===== config.mk =====
export PLATFORM = sky130hd
export DESIGN_NAME = fetch_unit
export DESIGN_NICKNAME = d
export VERILOG_FILES = /design/src/rtl/fetch_unit.sv
export SDC_FILE = /design/constraint.sdc
export NUM_CORES = 1
export LEC_CHECK = 0
export BUFFER_PORTS_ARGS = -buffer_cell sky130_fd_sc_hd__buf_4
export CORE_UTILIZATION = 55
export DETAILED_ROUTE_END_ITERATION = 7
export GPL_TIMING_DRIVEN = 0
export PLACE_DENSITY = 0.81
export SYNTH_ARGS = -nofsm -noshare
export SYNTH_HDL_FRONTEND = slang
export SYNTH_SLANG_ARGS = --single-unit

===== constraint.sdc =====
create_clock -name CLK -period 6.8 [get_ports CLK]
set_clock_uncertainty 0.05 [all_clocks]
set_input_delay 0.68 -clock CLK [delete_from_list [all_inputs] [get_ports CLK]]
set_output_delay 0.68 -clock CLK [all_outputs]
set_load 0.05 [all_outputs]

===== src/rtl/fetch_unit.sv =====
// Instruction fetch stage: PC register, one-entry output register and one-entry
// skid buffer, sequenced by a BOOT/FETCH/HOLD/DRAIN state machine.
module fetch_unit #(
  parameter int                 WIDTH    = 32,
  parameter logic [WIDTH-1:0]   RESET_PC = 32'h0000_0000
) (
  input  logic             CLK,
  input  logic             RST,
  input  logic             PCSRC,
  input  logic [WIDTH-1:0] BRANCH_TARGET,
  input  logic             STALL,
  output logic             IMEM_REQ,
  output logic [WIDTH-1:0] IMEM_ADDR,
  input  logic [WIDTH-1:0] IMEM_RDATA,
  input  logic             IMEM_VALID,
  output logic [WIDTH-1:0] INSTRUCTION,
  output logic [WIDTH-1:0] PC_OUT,
  output logic             INSTR_VALID
);

  typedef enum logic [1:0] {
    BOOT  = 2'd0,
    FETCH = 2'd1,
    HOLD  = 2'd2,
    DRAIN = 2'd3
  } state_t;

  localparam logic [WIDTH-1:0] NOP_INSTR = WIDTH'(32'h0000_0013);

  state_t           r_state;
  logic [WIDTH-1:0] r_pc;
  logic             r_imemReq;
  logic [WIDTH-1:0] r_instr;
  logic [WIDTH-1:0] r_pcOut;
  logic             r_instrValid;
  logic [WIDTH-1:0] r_skidInstr;
  logic [WIDTH-1:0] r_skidPc;
  logic             r_skidValid;

  logic             w_consumed;
  logic [WIDTH-1:0] w_target;
  logic [WIDTH-1:0] w_pcNext;

  assign w_consumed = r_instrValid & ~STALL;
  assign w_target   = BRANCH_TARGET & ~WIDTH'(3);
  assign w_pcNext   = r_pc + WIDTH'(4);

  // IMEM_REQ is registered alongside the state so it is high exactly in FETCH.
  always_ff @(posedge CLK or posedge RST) begin
    if (RST) begin
      r_state      <= BOOT;
      r_pc         <= RESET_PC;
      r_imemReq    <= 1'b0;
      r_instr      <= NOP_INSTR;
      r_pcOut      <= '0;
      r_instrValid <= 1'b0;
      r_skidInstr  <= NOP_INSTR;
      r_skidPc     <= '0;
      r_skidValid  <= 1'b0;
    end else begin
      if (w_consumed) begin
        r_instrValid <= 1'b0;
      end
      case (r_state)
        BOOT: begin
          r_state   <= FETCH;
          r_imemReq <= 1'b1;
        end
        FETCH: begin
          if (PCSRC) begin
            r_pc         <= w_target;
            r_instrValid <= 1'b0;
            r_skidValid  <= 1'b0;
            if (!IMEM_VALID) begin
              r_state   <= DRAIN;
              r_imemReq <= 1'b0;
            end
          end else if (IMEM_VALID) begin
            r_pc <= w_pcNext;
            if (!r_instrValid || w_consumed) begin
              r_instr      <= IMEM_RDATA;
              r_pcOut      <= r_pc;
              r_instrValid <= 1'b1;
            end else begin
              r_skidInstr <= IMEM_RDATA;
              r_skidPc    <= r_pc;
              r_skidValid <= 1'b1;
              r_state     <= HOLD;
              r_imemReq   <= 1'b0;
            end
          end
        end
        HOLD: begin
          if (PCSRC) begin
            r_pc         <= w_target;
            r_instrValid <= 1'b0;
            r_skidValid  <= 1'b0;
            r_state      <= FETCH;
            r_imemReq    <= 1'b1;
          end else if (w_consumed && r_skidValid) begin
            r_instr      <= r_skidInstr;
            r_pcOut      <= r_skidPc;
            r_instrValid <= 1'b1;
            r_skidValid  <= 1'b0;
            r_state      <= FETCH;
            r_imemReq    <= 1'b1;
          end
        end
        DRAIN: begin
          // A redirect coinciding with the stale response still absorbs that
          // response; nothing else is outstanding, so waiting on would deadlock.
          if (PCSRC) begin
            r_pc         <= w_target;
            r_instrValid <= 1'b0;
            if (IMEM_VALID) begin
              r_state   <= FETCH;
              r_imemReq <= 1'b1;
            end
          end else if (IMEM_VALID) begin
            r_state   <= FETCH;
            r_imemReq <= 1'b1;
          end
        end
        default: begin
          r_state   <= BOOT;
          r_imemReq <= 1'b0;
        end
      endcase
    end
  end

  assign IMEM_REQ    = r_imemReq;
  assign IMEM_ADDR   = r_pc;
  assign INSTRUCTION = r_instr;
  assign PC_OUT      = r_pcOut;
  assign INSTR_VALID = r_instrValid;

endmodule


==> summary by stage, run 1 <==
Outcome
The run finished with clean final reports.

Route
After detailed routing, the number of remaining DRC violations is 0. The routed layout has around 6,700 vias. The wire length per cell is roughly 18 um. The routed design has roughly 21 mm of wire. After the first detailed-routing iteration, the DRC count stood at 751.

After detailed routing, the number of vias per cell comes to 5.93. The number of optimization iterations in the first detailed-route pass is 6. The remaining antenna violation count after routing is 0.

Worst setup path
Walking the worst path, the cells encountered are clkbuf_1 > nand4_1 > buf_2 > nor4_1 > a311oi_1 > nor3_1. The critical path crosses 6 cells after its start point. The kind of critical path is reg2reg. In this run the worst setup path terminates at IMEM_ADDR[23]$_DFFE_PP0P_. For flop-to-flop paths, the worst setup slack is 4280 ps. The launching element type of the critical path is a flop. The worst register-to-register path ends at IMEM_ADDR[23]$_DFFE_PP0P_. The startpoint of the worst setup timing path is IMEM_ADDR[6]$_DFFE_PP0P_. The critical path's largest stage delay is about 780 ps. In this run the critical register-to-register path is launched from IMEM_ADDR[6]$_DFFE_PP0P_. At the worst endpoint, the required time is 7060 ps. The number of buffer and inverter stages on the critical path is 2. Of all nets on the critical path, the largest fanout is 10.

STA classifies the critical path endpoint as a flop. For the worst flop-to-flop path, the logic depth is 6. On the critical path, the stage with the largest delay is an instance of sky130_fd_sc_hd__nor4_1. The family with the most delay on the worst path is simple AND/OR/NAND/NOR gates.

At the worst endpoint, the arrival time is 2780 ps.

Synthesis
Of the total synthesized cell area, the portion taken by XOR and XNOR cells is 0. Summing every instance area after synthesis gives approximately 7700 um2. The cell count after synthesis came out at 758. The fraction of the mapped netlist area in compound gates is 0.0890. During synthesis, Yosys emitted a total of 0 warnings. The mux contribution to synthesized area is 0.182. The number of distinct library cell variants in the gate-level netlist after synthesis is 54. For this run, asynchronously set or reset flops after synthesis account for 1.00. The portion of the post-synthesis area used by sequential elements is 0.515. The adder and majority cell fraction of the synthesized area is 0.00162. The combinational family with the most area after synthesis is multiplexers. The number of synthesized register bits is about 160. The synthesized area divided by synthesized cell count is between 10 and 15 um2. The area fraction in and, or, nand and nor cells after synthesis is 0.172.

The commonest register cell after synthesis is sky130_fd_sc_hd__dfrtp_1. The count of flip-flops with a built-in enable after synthesis is 0.

CTS
Clock tree synthesis selected as its root buffer the cell sky130_fd_sc_hd__clkbuf_16. The clock sink total is about 160. The number of instances resized during post-cts repair is 0. The number of buffers on the longest clock path is 2. The hold buffer count at cts is 0. The deepest level of the CTS H-tree is 4. The CTS tree is yes. The later-pin clock latency in the skew report is approximately 420 ps. In this run the post-CTS setup repair buffer count came out at 0.

The total CTS buffers is 17. The clock-pin slew on the worst setup and hold paths is about 60 ps.

Placed design
The post-detailed-placement half-perimeter wirelength is between 10 and 15 mm. The last weighted congestion value of the routability-driven placer is slightly below 1. The number of buffer cells added on primary ports is 159.

Cells and area
The number of antenna diodes in the final layout is 0. Leaving out fill and tap cells, the most frequent cell in the layout is sky130_fd_sc_hd__nand2_1. In the layout the commonest cells are sky130_fd_sc_hd__nand2_1, sky130_fd_sc_hd__buf_4, sky130_fd_sc_hd__dfrtp_1, sky130_fd_sc_hd__mux2_2, sky130_fd_sc_hd__clkbuf_1. Of the cells placed in the final design, the portion with a size suffix greater than 1 is 0.357. The fill cell instance count of the final layout is slightly below 1,000. Compared with the post-synthesis result, the final layout area differs by 26.9%.

The net count of the finished layout is 1,010.

Global route
The number of global-route vias before repair is 6,338. Across every metal layer, demand over resource in global routing totals 0.295. The global-route wire length before repair is 33.1 mm. The met1 usage is 0.403.

After global routing, the most crowded layer is met2. The met2 track demand over resource is 0.457. Global routing finished with a remaining overflow of 0. The fraction of met3 tracks used by global routing is 0.0651.

Entering global routing, the biggest net connects between 100 and 150 pins. The number of antenna violations at the first check in global routing is 0.

STA
Setup violations remaining at the end of the flow were counted as 0. Setup repair after global routing left no endpoint under its margin. The transition time of the tightest slew-check pin is 929 ps. The post-route minimum period is approximately 2500 ps. In the finished design, the share of the clock period the worst path needs comes to 0.371.

In this run the tightest slew margin relative to its limit is 0.375. Hold timing on the final database bottoms out at a slack of 186 ps. The top achievable clock speed is ~400 MHz. The hold violation total from the final report came to 0.

The count of pins over their slew limit is 0.

Die
The number of rows in the core area is between 40 and 50. The height of the die is around 120 um. The area inside the core boundary is 13,500 um2. The die covers between 10,000 and 15,000 um2. The I/O pin total is approximately 170.

The starting density of the core is 0.573. The horizontal extent of the die is 121 um.

Worst hold path
The tightest min-delay check is of the in2async type.

Run
The tool flagged a number of max-cap violations equal to 0.

Power
The overall power after layout is 0.00366 W. The static leakage is between 4 and 5 nW. The highest ir drop seen on vdd is roughly 0.29 mV. The ratio of total power to cell area is ~370 nW/um2.
[cell usage after synthesis, types with 4 or more instances]
cell	instances	area (um2)
sky130_fd_sc_hd__nor3_1	11	55.1
sky130_fd_sc_hd__dfstp_2	6	158
sky130_fd_sc_hd__a21oi_1	17	85.1
sky130_fd_sc_hd__buf_4	4	30.0
sky130_fd_sc_hd__buf_1	7	26.3
sky130_fd_sc_hd__a2bb2oi_1	6	52.6
sky130_fd_sc_hd__nand2_1	194	728
sky130_fd_sc_hd__o22ai_1	9	56.3
sky130_fd_sc_hd__nand3_1	20	100
sky130_fd_sc_hd__nor2_1	13	48.8
sky130_fd_sc_hd__and4_1	4	35.0
sky130_fd_sc_hd__and3_1	5	31.3
sky130_fd_sc_hd__clkbuf_1	39	146
sky130_fd_sc_hd__inv_1	12	45.0
sky130_fd_sc_hd__nor4_1	12	75.1
sky130_fd_sc_hd__a211oi_1	4	30.0
sky130_fd_sc_hd__mux2_2	124	1400
sky130_fd_sc_hd__a32oi_1	4	35.0
sky130_fd_sc_hd__or3_1	4	25.0
sky130_fd_sc_hd__buf_2	11	55.1
sky130_fd_sc_hd__o32ai_1	11	96.3
sky130_fd_sc_hd__nand4_1	15	93.8
sky130_fd_sc_hd__a311oi_1	5	43.8
sky130_fd_sc_hd__dfrtp_1	153	3830
sky130_fd_sc_hd__o211ai_1	7	52.6
sky130_fd_sc_hd__o21ai_0	21	105
[state kept, by name, indices dropped and copies added, names as in the netlist]
| register | flops |
|---|---|
| INSTRUCTION | 32 |
| r_skidInstr | 32 |
| IMEM_ADDR | 30 |
| PC_OUT | 30 |
| r_skidPc | 30 |
| r_state | 2 |
| IMEM_REQ | 1 |
| INSTR_VALID | 1 |
| r_skidValid | 1 |
[report_power, final]
| group | switching (W) | total, W | internal (W) | leakage (nW) |
|---|---|---|---|---|
| Sequential | 0.000169 | 0.00138 | 0.00121 | 1.91 |
| Combinational | 0.000816 | 0.00127 | 0.000454 | 2.34 |
| Clock | 0.000364 | 0.00101 | 0.000643 | 0.303 |
[layer usage]
| layer | part of all wire | routed length [um] |
|---|---|---|
| met4 | 0.029 | 612 |
| met3 | 0.086 | 1780 |
| met2 | 0.47 | 9720 |
| met5 | 0 | 0 |
| met1 | 0.42 | 8650 |
[area by class of cell]
cell class                 instances  area, um2  area share
sequential                       159       3990       0.406
multi-input combinational        527       3460       0.352
timing repair buffer             160       1220       0.124
clock buffer                      26        489      0.0498
buffer                            63        268      0.0273
tap                              176        220      0.0224
clock inverter                     6        130      0.0132
inverter                          12       52.6     0.00535
[cell families (layout without fill, tap and decap cells)]
kind of cell	after synthesis	in the layout
adders and majority gates	1	1
and+or+nand+nor	297	297
buffers and inverters	75	267
DFF	159	159
muxes	125	125
other	1	4
AOI/OAI and AO/OA	100	100
[how the worst min path moves through the flow]
stage                                      from                          end  slack, ps
CTS                                         RST  INSTRUCTION[19]$_DFFE_PP0P_        190
floorplan              r_skidPc[12]$_DFFE_PP0P_     r_skidPc[12]$_DFFE_PP0P_        430
finish                                      RST  INSTRUCTION[18]$_DFFE_PP0P_        190
global route                                RST  INSTRUCTION[18]$_DFFE_PP0P_        200
global placement    r_skidInstr[28]$_DFFE_PP0P_  r_skidInstr[28]$_DFFE_PP0P_        440
detailed placement     r_skidPc[29]$_DFFE_PP0P_     r_skidPc[29]$_DFFE_PP0P_        440
[through the flow]
stage	setup slack (ps)	TNS [ps]	cell area, um2	cells	util
4_1_cts	4360	0	9820	1129	0.727
3_5_place_dp	3920	0	9200	1097	0.681
5_1_grt	4210	0	9820	1129	0.727
2_1_floorplan	1790	0	7750	761	-
6_report	4280	0	9820	1129	0.727
3_3_place_gp	-15.5	-799	9170	1096	0.679
Note: power is estimated with default switching activity, not from simulation.
==> run 2: changes to the inputs <==
--- a/config.mk
+++ b/config.mk
@@ -5,11 +5,12 @@
 export SDC_FILE = /design/constraint.sdc
 export NUM_CORES = 1
 export LEC_CHECK = 0
+export ABC_AREA = 1
 export BUFFER_PORTS_ARGS = -buffer_cell sky130_fd_sc_hd__buf_4
 export CORE_UTILIZATION = 55
 export DETAILED_ROUTE_END_ITERATION = 7
 export GPL_TIMING_DRIVEN = 0
-export PLACE_DENSITY = 0.81
+export PLACE_DENSITY = 0.8
 export SYNTH_ARGS = -nofsm -noshare
 export SYNTH_HDL_FRONTEND = slang
 export SYNTH_SLANG_ARGS = --single-unit
==> constraint.sdc (replaced) <==
create_clock -name CLK -period 2.6 [get_ports CLK]
set_clock_uncertainty 0.05 [all_clocks]
set_input_delay 0.26 -clock CLK [delete_from_list [all_inputs] [get_ports CLK]]
set_output_delay 0.26 -clock CLK [all_outputs]
set_load 0.05 [all_outputs]
==> run 2 against run 1 <==
Wire length grew 15%. Hold slack lost 180 ps. Combinational power grew to 5.1 times the previous value. Synthesized cell count grew 39%. Count of clock-buffer cells in the layout shrank 8.
==> summary by stage, run 2 <==
Synthesis
The number of instances in the synthesized netlist was 1,051 (+39%). The count of flip-flops with a built-in enable after synthesis came to 0 (unchanged). The number of synthesized register bits is 159 (unchanged). The number of distinct library cell variants in the gate-level netlist after synthesis is 30 (-44%). The number of warning messages in the yosys log was 0 (unchanged). The area share of the largest cell type after synthesis is 0.489 (-0.00584). By count the netlist is led by sky130_fd_sc_hd__nand2_1, sky130_fd_sc_hd__o21ai_0, sky130_fd_sc_hd__dfrtp_1, sky130_fd_sc_hd__nor2_1, sky130_fd_sc_hd__inv_1. The portion of the post-synthesis area used by sequential elements is 0.509 (-0.00608). The post-synth design cell area is 7840 um2 (+1.2%). The synthesized area divided by synthesized cell count is 7.46 um2 (-27%). By area the synthesized netlist is led by sky130_fd_sc_hd__dfrtp_1, sky130_fd_sc_hd__nand2_1, sky130_fd_sc_hd__o21ai_0, sky130_fd_sc_hd__nor2_1, sky130_fd_sc_hd__inv_1. The post-synthesis async set-or-reset flop share is 1.00 (unchanged). The most used flip-flop cell after synthesis is sky130_fd_sc_hd__dfrtp_1. The most instantiated library cell after synthesis is sky130_fd_sc_hd__nand2_1. The synthesized design spends more area on one cell type than any other, namely sky130_fd_sc_hd__dfrtp_1.

CTS
CTS placed an instance of sky130_fd_sc_hd__clkbuf_16 at the clock tree root. The clock sink total was 159 (unchanged). The CTS tree is yes.

The number of instances resized during post-cts repair came to 0 (unchanged). The total CTS buffers is 17 (unchanged). The clock-pin slew on the worst setup and hold paths is 70 ps (about the same). The deepest level of the CTS H-tree was 4 (unchanged).

The later-pin clock latency in the skew report is 430 ps (about the same). The number of buffers on the longest clock path was 2 (unchanged).

STA
The hold violation total from the final report came to 0 (unchanged). The final number of setup-violating endpoints is 0 (unchanged). The top achievable clock speed was 434 MHz (+9.4%). The ratio of final minimum period to clock period is 0.885 (+0.515).

The count of pins over their slew limit is 0 (unchanged). The transition time of the tightest slew-check pin is 697 ps (-232 ps). The post-route minimum period was 2300 ps (-217 ps). Setup repair after global routing left no endpoint under its margin.

The tightest slew margin relative to the limit is 0.535 (+0.160). The post-route worst setup slack is 298 ps (-3980 ps).

Worst setup path
The startpoint of the worst setup timing path is IMEM_ADDR[2]$_DFFE_PP0P_. The critical path's largest stage delay is 520 ps (-260 ps). The required time of the critical path was 2870 ps (-4190 ps). On the critical path, the stage with the largest delay is an instance of sky130_fd_sc_hd__nor2_1. The kind of critical path is reg2reg. Among the stages of the critical path, the cell type that occurs most often is sky130_fd_sc_hd__nand2_1.

The data arrival time of the worst path is 2570 ps (-210 ps). The worst reg2reg path startpoint is IMEM_ADDR[2]$_DFFE_PP0P_. The highest fanout seen on the critical path is 8 (-2). The launching element type of the critical path is a flop. The critical path goes through inv_1 > nor2_1 > nand2_1 > nor2_1 > nand2_1 > nand2_1 > nand3_1 > nand2_1 > nand2_1. The type of destination of the critical path is a flop.

Power
The static leakage came to 4.82 nW (+5.9%). The cell-internal power is 0.00691 W (+200%). The ratio of total power to cell area came to 1350 nW/um2 (+260%). The share of power burned in combinational logic is 0.483 (+0.136).

The highest ir drop seen on vdd was 0.719 mV (+150%). The net switching fraction of the power is 0.489 (+0.120). The sequential group share of total power is 0.340 (-0.037).

The switching power summed over all nets is 0.00661 W (+390%). The overall power after layout was 0.0135 W (+270%). The clock network fraction of total power came to 0.177 (-0.099).

Die
The I/O pin total was 167 (unchanged). The height of the die is 121 um (+0.59%). The starting density of the core is 0.565 (-0.00883).

The horizontal extent of the die came to 121 um (+0.59%). The number of rows in the core area came to 43 (+2.4%). The area inside the core boundary came to 13,900 um2 (+2.8%). The overall die area was 14,700 um2 (+1.2%).

Global route
The maximum number of pins on one net before global-route repair came to 43 (-63%). The global-route usage over all layers came to 0.337 (+0.0421). The number of global-route vias before repair is 7,384 (+17%). The aggregate global routing overflow is 0 (unchanged). The number of antenna violations at the first check in global routing is 0 (unchanged). The global-route wire length before repair is 37.8 mm (+14%).

Outcome
The flow ran to the end, and the final reports show no timing, DRC or antenna violations.

Worst hold path
The source of the worst hold timing path is IMEM_RDATA[14]. The worst hold path belongs to the class in2reg.

Cells and area
The net count of the finished layout is 1,316 (+30%). The summed area of non-filler cells in the final layout is 10,000 um2 (+1.9%). The antenna diode instance count came to 0 (unchanged). The fraction of final layout cells with drive strength greater than 1 is 0.188 (-0.169). The signed area change from the synthesized netlist to the final layout is 27.7%. The most common library cell in the layout ignoring fill and taps is sky130_fd_sc_hd__nand2_1. In the layout the commonest cells are sky130_fd_sc_hd__nand2_1, sky130_fd_sc_hd__buf_4, sky130_fd_sc_hd__o21ai_0, sky130_fd_sc_hd__dfrtp_1, sky130_fd_sc_hd__nor2_1.

Route
The wire length per cell is 16.6 um (-10%). The final wirelength came to 23.8 mm (+15%). The total via count in the routed design is 7,818 (+17%). The number of optimization iterations in the first detailed-route pass is 6 (unchanged). The via-per-instance ratio was 5.43 (-8.4%).

The remaining design rule violation count was 0 (unchanged). The number of DRC violations after detailed-routing iteration 0 is 685 (-8.8%). The remaining antenna violation count after routing is 0 (unchanged).

Placed design
The last weighted congestion value of the routability-driven placer is 0.966 (about the same). The placement-stage cell area is 9360 um2 (+1.7%). The post-detailed-placement half-perimeter wirelength was 17.4 mm (+20%). The setup slack at placement was 403 ps (-3520 ps). The number of buffer cells added on primary ports is 160 (+0.63%).

Run
The number of violations of the max-capacitance limit was 0 (unchanged).
==> run 2: final timing paths <==
kind,end,slack (ps),cells past startpoint
max in group asynchronous,INSTRUCTION[1]$_DFFE_PP1P_,1040,6
min in group asynchronous,IMEM_ADDR[11]$_DFFE_PP0P_,350,3
hold reg to reg,r_skidValid$_DFFE_PP0P_,440,2
hold / removal,r_skidInstr[14]$_DFFE_PP0P_,5,3
setup / recovery,IMEM_ADDR[31]$_DFFE_PP0P_,300,9
setup reg to reg,IMEM_ADDR[31]$_DFFE_PP0P_,300,9
==> run 2: power by group through the flow <==
stage | Sequential, W | Combinational, W | Clock (W)
CTS | 0.00456 | 0.00651 | 0.00241
detailed placement | 0.00459 | 0.00646 | 0
finish | 0.00459 | 0.00653 | 0.00240
floorplan | 0.00673 | 0.00215 | 0
global route | 0.00471 | 0.00702 | 0.00254
global placement | 0.00456 | 0.00634 | 0
==> run 2: logic make-up after synthesis <==
| family | synth area share |
|---|---|
| xor+xnor | 0.00224 |
| simple gates | 0.238 |
| fa+ha+maj | 0.00160 |
| flops | 0.509 |
| buf+inv | 0.0923 |
| compound gates | 0.157 |
| other cells | 0.000479 |
==> run 2: through the flow <==
step | util | hold slack [ps] | setup TNS [ps] | cells
after floorplan | - | 327 | 0 | 1054
after global placement | 0.668 | 422 | -109900 | 1394
after detailed placement | 0.674 | 226 | 0 | 1398
after CTS | 0.721 | 0.694 | 0 | 1439
after global routing | 0.721 | 0.800 | 0 | 1439
final | 0.721 | 4.94 | 0 | 1439
==> run 2: worst max-delay path: cells and delay by family, from the launching register on <==
family / cells / cell delay, ps
buffers and inverters: 1 / 140
DFF: 1 / 470
and+or+nand+nor: 8 / 1540
==> run 2: final cells by class <==
type                    instances  area (um2)
repair buffers                173        1370
flip-flops and latches        159        3990
clock buffers                  18         429
plain buffers                  57         299
well taps                     180         225
multi-input cells             725        3140
inverters                     113         428
fillers                      1159        3870
clock inverters                14         133
==> run 2: metal layers <==
metal,share of wire,global-route usage,vias to the layer above
met5,0,0,-
met4,0.029,0.125,0
met3,0.072,0.0648,55
met2,0.47,0.542,394
met1,0.43,0.454,3666
li1,-,-,3703
==> run 2: repair_timing <==
action                                 CTS  global route
hold buffers                             9             0
setup buffers                            0             0
endpoints found under the hold margin   23             0
